File: src/rtl/rx_i2s.sv
// rx_i2s: I2S capture. Bits are sampled on bclk rising edges, seen through clk_i; each left/right word leaves as bytes, MSB byte first.
// Latency: the first byte strobe comes one clk_i cycle after the word's last bit is sampled (plus SYNC_STAGES+1 cycles of input sync).
// Backpressure: bytes stall while wr_FIFO_full_i is high; a word that completes before the previous one has drained is dropped and overrun_o is set.
module rx_i2s #(
  parameter int TIMEOUT_CLKS = 1024,
  parameter int SYNC_STAGES  = 2
) (
  input  logic       clk_i,
  input  logic       reset_n_i,
  input  logic [1:0] bit_depth_i,
  input  logic       bclk_i,
  input  logic       lrck_i,
  input  logic       sdata_i,
  output logic       wr_FIFO_en_o,
  output logic [7:0] wr_FIFO_data_o,
  input  logic       wr_FIFO_full_i,
  output logic       input_streaming_o,
  output logic       overrun_o
);

  // Bit-depth encodings shared with the transmitter; DoP carries 24-bit payloads.
  localparam logic [1:0] BIT_DEPTH_16  = 2'd0;
  localparam logic [1:0] BIT_DEPTH_24  = 2'd1;
  localparam logic [1:0] BIT_DEPTH_32  = 2'd2;
  localparam logic [1:0] BIT_DEPTH_DOP = 2'd3;

  // A single-flop chain is never safe, so fewer than two stages is clamped.
  localparam int SYNC_N = (SYNC_STAGES < 2) ? 2 : SYNC_STAGES;

  // The idle counter counts up to TIMEOUT_CLKS and then holds there.
  localparam int                IDLE_W    = $clog2(TIMEOUT_CLKS + 1);
  localparam logic [IDLE_W-1:0] IDLE_LAST = IDLE_W'(TIMEOUT_CLKS - 1);
  localparam logic [IDLE_W-1:0] IDLE_SAT  = IDLE_W'(TIMEOUT_CLKS);

  typedef enum logic {
    ST_IDLE = 1'b0,
    ST_RUN  = 1'b1
  } state_t;

  // A completed word waiting to drain, kept left-justified so the next byte is always in [31:24].
  typedef struct packed {
    logic        pending;
    logic [2:0]  byte_left;
    logic [31:0] word;
  } hold_t;

  function automatic logic [5:0] depth_of(input logic [1:0] code);
    logic [5:0] d;
    d = 6'd24;
    case (code)
      BIT_DEPTH_16:  d = 6'd16;
      BIT_DEPTH_24:  d = 6'd24;
      BIT_DEPTH_32:  d = 6'd32;
      BIT_DEPTH_DOP: d = 6'd24;
      default:       d = 6'd24;
    endcase
    return d;
  endfunction

  // ------------------------------------------------------------------
  // Input synchronisation and bclk edge detection
  // ------------------------------------------------------------------
  logic [SYNC_N-1:0] bclk_sync;
  logic [SYNC_N-1:0] lrck_sync;
  logic [SYNC_N-1:0] sdata_sync;
  logic              bclk_prev;
  logic              bclk_s;
  logic              lrck_s;
  logic              sdata_s;
  logic              rise;

  // Matched chains keep lrck and sdata aligned with the bclk edge that samples them.
  always_ff @(posedge clk_i) begin
    if (!reset_n_i) begin
      bclk_sync  <= '0;
      lrck_sync  <= '0;
      sdata_sync <= '0;
      bclk_prev  <= 1'b0;
    end else begin
      bclk_sync  <= {bclk_sync[SYNC_N-2:0], bclk_i};
      lrck_sync  <= {lrck_sync[SYNC_N-2:0], lrck_i};
      sdata_sync <= {sdata_sync[SYNC_N-2:0], sdata_i};
      bclk_prev  <= bclk_sync[SYNC_N-1];
    end
  end

  assign bclk_s  = bclk_sync[SYNC_N-1];
  assign lrck_s  = lrck_sync[SYNC_N-1];
  assign sdata_s = sdata_sync[SYNC_N-1];
  assign rise    = bclk_s & ~bclk_prev;

  // ------------------------------------------------------------------
  // Loss-of-clock detection
  // ------------------------------------------------------------------
  logic [IDLE_W-1:0] idle_cnt;
  logic              timeout;

  // Count clk_i cycles since the last bclk rise, saturating so the timeout fires only once.
  always_ff @(posedge clk_i) begin
    if (!reset_n_i) begin
      idle_cnt <= '0;
    end else if (rise) begin
      idle_cnt <= '0;
    end else if (idle_cnt != IDLE_SAT) begin
      idle_cnt <= idle_cnt + 1'b1;
    end
  end

  assign timeout = ~rise & (idle_cnt == IDLE_LAST);

  // ------------------------------------------------------------------
  // Framing FSM
  // ------------------------------------------------------------------
  state_t     state_q;
  state_t     state_d;
  logic       lrck_last;
  logic       channel_q;
  logic [5:0] depth_q;
  logic [5:0] bit_cnt;
  logic       start_lock;
  logic       slot_edge;
  logic       shift_en;
  logic       word_done;
  logic       abort;

  // State register.
  always_ff @(posedge clk_i) begin
    if (!reset_n_i) begin
      state_q <= ST_IDLE;
    end else begin
      state_q <= state_d;
    end
  end

  // Lock on the start of a left slot; fall back to idle when bclk goes away.
  always_comb begin
    state_d = state_q;
    case (state_q)
      ST_IDLE: if (start_lock) state_d = ST_RUN;
      ST_RUN:  if (abort)      state_d = ST_IDLE;
      default: state_d = ST_IDLE;
    endcase
  end

  // Decode per-cycle framing actions from the state and the current bclk rise.
  always_comb begin
    start_lock = 1'b0;
    slot_edge  = 1'b0;
    shift_en   = 1'b0;
    word_done  = 1'b0;
    abort      = 1'b0;
    case (state_q)
      ST_IDLE: begin
        start_lock = rise & lrck_last & ~lrck_s;
      end
      ST_RUN: begin
        abort     = timeout;
        slot_edge = rise & (lrck_s != lrck_last);
        shift_en  = rise & (lrck_s == lrck_last) & (bit_cnt < depth_q);
        word_done = shift_en & (bit_cnt == (depth_q - 6'd1));
      end
      default: ;
    endcase
  end

  // Track word select on every rise, and latch depth and channel at slot boundaries.
  always_ff @(posedge clk_i) begin
    if (!reset_n_i) begin
      lrck_last <= 1'b0;
      channel_q <= 1'b0;
      depth_q   <= 6'd16;
    end else begin
      if (rise) begin
        lrck_last <= lrck_s;
      end
      if (start_lock) begin
        channel_q <= 1'b0;
        depth_q   <= depth_of(bit_depth_i);
      end else if (slot_edge) begin
        channel_q <= lrck_s;
      end
    end
  end

  // ------------------------------------------------------------------
  // Deserializer
  // ------------------------------------------------------------------
  logic [31:0] shift_q;
  logic [31:0] shift_next;
  logic [31:0] word_new;

  // The bit on the lrck-change rise belongs to the previous word, so each slot restarts the count there.
  always_ff @(posedge clk_i) begin
    if (!reset_n_i) begin
      bit_cnt <= '0;
      shift_q <= '0;
    end else if (abort || start_lock) begin
      bit_cnt <= '0;
      shift_q <= '0;
    end else if (slot_edge) begin
      bit_cnt <= '0;
    end else if (shift_en) begin
      bit_cnt <= bit_cnt + 6'd1;
      shift_q <= shift_next;
    end
  end

  assign shift_next = {shift_q[30:0], sdata_s};

  // Left-justify the finished word so its MSB byte lands in [31:24]; stale upper bits fall off.
  always_comb begin
    word_new = shift_next;
    case (depth_q)
      6'd16:   word_new = {shift_next[15:0], 16'h0000};
      6'd24:   word_new = {shift_next[23:0], 8'h00};
      default: word_new = shift_next;
    endcase
  end

  // ------------------------------------------------------------------
  // Byte drain
  // ------------------------------------------------------------------
  hold_t hold_q;
  logic  drain_fire;
  logic  last_byte;
  logic  accept;
  logic  drop;

  assign drain_fire = hold_q.pending & ~wr_FIFO_full_i;
  assign last_byte  = drain_fire & (hold_q.byte_left == 3'd1);
  // A word that completes on the final drain byte sees the hold as already free.
  assign accept     = word_done & (~hold_q.pending | last_byte);
  assign drop       = word_done & ~accept;

  // Load a completed word, or send one byte per cycle from the top of the hold register.
  always_ff @(posedge clk_i) begin
    if (!reset_n_i) begin
      hold_q <= '0;
    end else if (accept) begin
      hold_q.word      <= word_new;
      hold_q.byte_left <= depth_q[5:3];
      hold_q.pending   <= 1'b1;
    end else if (drain_fire) begin
      hold_q.word      <= {hold_q.word[23:0], 8'h00};
      hold_q.byte_left <= hold_q.byte_left - 3'd1;
      if (last_byte) begin
        hold_q.pending <= 1'b0;
      end
    end
  end

  // ------------------------------------------------------------------
  // Status
  // ------------------------------------------------------------------
  logic streaming_q;
  logic overrun_q;

  // Streaming is declared on the first finished left word and withdrawn on loss of bclk; overrun is sticky.
  always_ff @(posedge clk_i) begin
    if (!reset_n_i) begin
      streaming_q <= 1'b0;
      overrun_q   <= 1'b0;
    end else begin
      if (abort) begin
        streaming_q <= 1'b0;
      end else if (word_done && !channel_q) begin
        streaming_q <= 1'b1;
      end
      if (drop) begin
        overrun_q <= 1'b1;
      end
    end
  end

  assign wr_FIFO_en_o      = drain_fire;
  assign wr_FIFO_data_o    = hold_q.word[31:24];
  assign input_streaming_o = streaming_q;
  assign overrun_o         = overrun_q;

endmodule

File: config.mk
export PLATFORM = sky130hd
export DESIGN_NAME = rx_i2s
export DESIGN_NICKNAME = d
export VERILOG_FILES = /design/src/rtl/rx_i2s.sv
export SDC_FILE = /design/constraint.sdc
export NUM_CORES = 1
export LEC_CHECK = 0
export ABC_CLOCK_PERIOD_IN_PS = 2400
export CAP_MARGIN = 20
export CORE_MARGIN = 1.5
export CORE_UTILIZATION = 45
export CTS_CLUSTER_DIAMETER = 200
export DETAILED_ROUTE_END_ITERATION = 10
export PLACE_DENSITY_LB_ADDON = 0.12
export SLEW_MARGIN = 30
export SYNTH_ARGS = -nofsm -noshare
export SYNTH_HDL_FRONTEND = slang
export SYNTH_SLANG_ARGS = --single-unit
File: constraint.sdc
create_clock -name clk_i -period 2.4 [get_ports clk_i]
set_input_delay 0.36 -clock clk_i [delete_from_list [all_inputs] [get_ports clk_i]]
set_output_delay 0.36 -clock clk_i [all_outputs]
set_load 0.01 [all_outputs]
# [Word level (Yosys, flattened, before mapping)]
# Index checks and enable logic that the tools add are counted.
[op_classes] addsub=4 magnitude_cmp=1 n_eq_ne=11 mux=13 bitwise=22 n_reduce_logical=14
[op_table] operator="two-way mux 36 bit" count=2
[op_table] operator="one-hot mux 32 bit (2 select lines)" count=1
[op_table] operator="one-hot mux 6 bit (3 select lines)" count=1
[op_table] operator="AND 1 bit" count=12
[op_table] operator="== test 6 x 5 -> 1 bit (second input constant)" count=2
[op_table] operator="adder 11 x 1 -> 11 bit (second input constant)" count=1
[op_table] operator="== test 11 x 10 -> 1 bit (second input constant)" count=1
[op_table] operator="inequality test 11 bit (second input constant)" count=1
[op_table] operator="OR reduction 2 bit" count=5
[op_table] operator="inverter 1 bit" count=9
[op_table] operator="two-way mux 1 bit" count=8
[op_table] operator="adder 6 x 1 -> 6 bit (second input constant)" count=1
[op_table] operator="== test 6 bit" count=1
[op_table] operator="< comparator 6 bit" count=1
[op_table] operator="subtractor 6 x 1 -> 6 bit (second input constant)" count=1
[op_table] operator="== test 2 bit (second input constant)" count=2
[op_table] operator="AND reduction 2 bit" count=2
[op_table] operator="nonzero test 2 bit" count=2
[op_table] operator="== test 3 x 1 -> 1 bit (second input constant)" count=1
[op_table] operator="OR reduction 3 bit" count=1
[op_table] operator="subtractor 3 x 1 -> 3 bit (second input constant)" count=1
[op_table] operator="== test 2 x 1 -> 1 bit (second input constant)" count=1
[op_table] operator="logical NOT 2 bit" count=1
[op_table] operator="one-hot mux 1 bit (2 select lines)" count=1
[op_table] operator="6 further kinds" count=6
[totals] reg_bits=102 inputBits=8 out_inout_bits=11 elab_cells=81

# [Depth between registers and ports, before layout]
[depth] depth_word=9 ltp_mapped=8 mapped_depth_nobuf=6

# [Least setup slack after synthesis]
# OpenSTA, ideal clock, no wires.
[synth_timing] path_kind="reg2reg" startpoint="register depth_q[5]" endpoint="register bit_cnt[5]" setup_ps=72 arrival_ps=1969 required_ps=2328 setup_slack_ps=359 stages_incl_launch_ff=8 n_path_buf=2 synth_period_minus_slack_ps=2041 cell_sequence="dfxtp_1 > inv_2 > clkbuf_1 > ha_1 > o21a_1 > clkbuf_1 > or4_1 > a21oi_1"
[synth_via] elab_chain_cells=3
[synth_rtl] item="from (decl)" line="118" text="logic [5:0] depth_q;"
[synth_rtl] item="from (signal assigned)" line="178" text="depth_q <= depth_of(bit_depth_i);"
[synth_rtl] item="< comparator 6 bit" line="159" text="shift_en = rise & (lrck_s == lrck_last) & (bit_cnt < depth_q);"
[synth_rtl] item="AND 1 bit" line="159"
[synth_rtl] item="two-way mux 1 bit" line="152" text="case (state_q)"
[synth_rtl] item="to (signal assigned)" line="203" text="bit_cnt <= bit_cnt + 6'd1;"
[synth_rtl] item="to (decl)" line="119" text="logic [5:0] bit_cnt;"
# No other way between the ends.
# A chain may end at the register's enable or synchronous reset.

# [Final worst setup path]
[layout_timing] startpoint="register depth_q[4]" endpoint="register bit_cnt[0]"
# Same word-level chain as after synthesis.

==> results.ini <==
[critical_path]
cp.arrival_ns = 2.35
crit_family = simple AND/OR/NAND/NOR gates
reg2reg_depth = 7
path_buf_inv = 2
reg2reg_from = depth_q[4]
crit_path_top_delay_cell = dfxtp_1
startpoint_type = flop
r2r-end = bit_cnt[0]
crit_chain = inv_1 > ha_1 > nor2b_1 > o21a_1 > buf_4 > or3_1 > a21oi_1
rrSetupSlack_ns = 0.37
cp_max_fo = 21
end_kind = flop
cpPeakStageDelay_ns = 0.42
critPathKind = flop to flop
required_ns = 2.72

[cts]
clock-sinks = 99
tritoncts = built
cts_max_level = 3
cts_resized = 0
hold_buffers = 0
clkTransAtPathRegs_ns = 0.10
cts_buffers = 9
clock_latency_ns = 0.39
post-cts-setup-buffers = 0
root_buffer = clkbuf_8
cts.path.max_buffers = 2

[placement]
hpwl_um = 6959
portBuffers = 18
place.gp.congestion = 0.7768
dpl.cell_count = 678

[yosys]
synth_xor_area_frac = 0.02786
postSynthAreaPerCell_um2 = 8.823
syn_nets = 579
synthMuxAreaShare = 0.1297
synth_edf_count = 0
netlist.area_leader.share = 0.4011
synth_seq_cells = 99
netlist_instances = 560
synth.most_common_cell = dfxtp_1
synth-simple-area-share = 0.1849
syn-cell-area_um2 = 4941
async_reset_ff_frac = 0
synth_ff_type = dfxtp_1
post_synth_fa_ha_maj_area_fraction = 0.02786
synth_compound_area_frac = 0.1681
synth_warnings = 0
ys_seq_area_frac = 0.4011
synth_area_leaders = dfxtp_1, mux2i_1, nand3_1, mux2_2, a21oi_1
synth_top_family_by_area = simple AND/OR/NAND/NOR gates
yosys.area.top_type = dfxtp_1
synth_common_cells = dfxtp_1, nand3_1, nand2_1
synth_cell_types = 45

[power_and_ir_drop]
swShare = 0.2137
leakage_nw = 2.099
peakVddDrop_v = 0.0004787
comb_power_share = 0.027
p_sw_mw = 0.6533
internal_power_mw = 2.404
p_clk_frac = 0.431
seqPwrFrac = 0.543
powerDensity_nw_per_um2 = 564.1

[final_layout]
final_cells = 694
final_nets = 568
nFillCells = 1021
drive_above_1_share = 0.1011
syn_to_final_growth_pct = 9.673
n_antenna_cell = 0

[timing]
setup_viol = 0
hold_viol_final = 0
fin_crit_sh = 0.8461
final_max_slew_viol_count = 0
grt_setup_unrepaired = false
hold-worst-slack_ns = 0.4556
worst_pin_slew_ns = 0.6143
max_freq_ghz = 0.4924
relSlewSlack = 0.5873
finClkSkew_ns = 0.01781
finalSetupTns_ns = 0
timing.final.crit_period_ns = 2.031

[floorplan]
fp.dieArea_um2 = 11620
die_y_um = 107.8
dieWidth_um = 107.8
design.core.area_um2 = 10790
ios = 19
row_count = 38
start_util = 0.4578

[run]
max_cap_violations = 0

[global_routing]
gr-total-overflow = 0
grtUsageMet2 = 0.2875
grt_max_degree = 91
grt_pass1_vias = 3593
antenna_found_initial = 0
grtUsageTotal = 0.1938
use_met1 = 0.2739
grt_pass1_wl_um = 17710
busiest_layer = met2
grt.met3_usage = 0.05811

[status]
outcome = finished clean

[min_path]
hp-start = bclk_sync[0]
hp-class = flop to flop
hold_end = bclk_sync[1]
hold_depth = 1

[detailed_routing]
wl_um = 10730
wire_per_inst_um = 15.46
first_pass_iters = 4
route.vias.total = 3900
vias_per_cell = 5.620
drc = 0
drt_iter0_drc = 279
final_antenna_net_count = 0

==> state kept, by name, summed over array words and instances (netlist names) <==
register	count
bclk_prev	1
bclk_sync	2
bit_cnt	6
channel_q	1
depth_q	3
hold_q	28
idle_cnt	11
input_streaming_o	1
lrck_last	1
lrck_sync	2
overrun_o	1
sdata_sync	2
shift_q	31
state_q	1
wr_FIFO_data_o	8
==> how the worst max path moves through the flow <==
stage | start | cells past startpoint | slack [ns] | endpoint
final | depth_q[4] | 7 | 0.37 | bit_cnt[0]
after global routing | depth_q[4] | 7 | 0.23 | bit_cnt[0]
after CTS | depth_q[4] | 7 | 0.34 | bit_cnt[0]
after detailed placement | wr_FIFO_full_i | 6 | 0.32 | hold_q[21]
after global placement | wr_FIFO_full_i | 6 | 0.37 | wr_FIFO_data_o[4]
after floorplan | depth_q[5] | 7 | 0.36 | bit_cnt[5]
==> layout make-up <==
type | instances | area, um^2 | area share
clock buffer | 10 | 137.6 | 0.02540
clock inverter | 6 | 111.4 | 0.02055
inverter | 10 | 37.54 | 0.006927
multi-input combinational | 398 | 2678 | 0.4941
sequential | 99 | 1982 | 0.3657
tap | 140 | 175.2 | 0.03233
timing repair buffer | 31 | 297.8 | 0.05495
==> cells by family (layout without fill, tap and decap cells) <==
| family | count (synthesis) | count (layout) |
|---|---|---|
| muxes | 61 | 61 |
| and+or+nand+nor | 177 | 177 |
| xor gates and xnor gates | 14 | 14 |
| adders and majority gates | 11 | 11 |
| AOI/OAI and AO/OA | 135 | 135 |
| DFF | 99 | 99 |
| buffers and inverters | 63 | 57 |
==> power by group through the flow <==
stage / combinational [mW] / clock [mW] / sequential [mW]
after floorplan: 0.0532 / 0 / 1.69
after global placement: 0.0791 / 0 / 1.70
after detailed placement: 0.0818 / 0 / 1.70
after CTS: 0.0821 / 1.36 / 1.66
after global routing: 0.0906 / 1.42 / 1.66
final: 0.0812 / 1.32 / 1.66
==> worst reg2reg max path: cells and delay by family (launching register included) <==
| kind | cells | cell delay [ns] |
|---|---|---|
| DFF | 1 | 0.42 |
| and+or+nand+nor | 2 | 0.52 |
| AOI/OAI and AO/OA | 2 | 0.42 |
| adders and majority gates | 1 | 0.28 |
| buffers and inverters | 2 | 0.34 |
==> cells in the final DEF (no fill, tap or decap), types with 9 or more instances in the layout <==
| master | synthesis | final |
|---|---|---|
| mux2_2 | 18 | 18 |
| nor2_1 | 14 | 14 |
| mux2i_1 | 37 | 37 |
| xor2_1 | 9 | 9 |
| clkdlybuf4s50_1 | 0 | 17 |
| o21ai_0 | 18 | 18 |
| clkbuf_8 | 0 | 10 |
| nand3_1 | 53 | 53 |
| buf_4 | 8 | 11 |
| and2_1 | 26 | 26 |
| a32o_1 | 16 | 16 |
| ha_1 | 11 | 11 |
| nand2_1 | 49 | 49 |
| dfxtp_1 | 99 | 99 |
| a21oi_1 | 39 | 39 |
| o21ai_1 | 37 | 35 |
==> stage by stage <==
stage	worst slack, ns	cell area (um^2)	power [mW]	utilization
floorplan	0.3589	4941	1.748	-
detailed placement	0.3218	5170	1.779	0.4790
global placement	0.3682	5170	1.776	0.4790
CTS	0.3447	5419	3.100	0.5021
finish	0.3693	5419	3.057	0.5021
global route	0.2292	5419	3.168	0.5021
==> metal layers <==
metal  wire [um]  vias to the layer above
li1            -                     1967
met1        5364                     1848
met2        4720                       74
met3         527                       11
met4         114                        0
met5           0                        -
(Power assumes the default switching activity.)
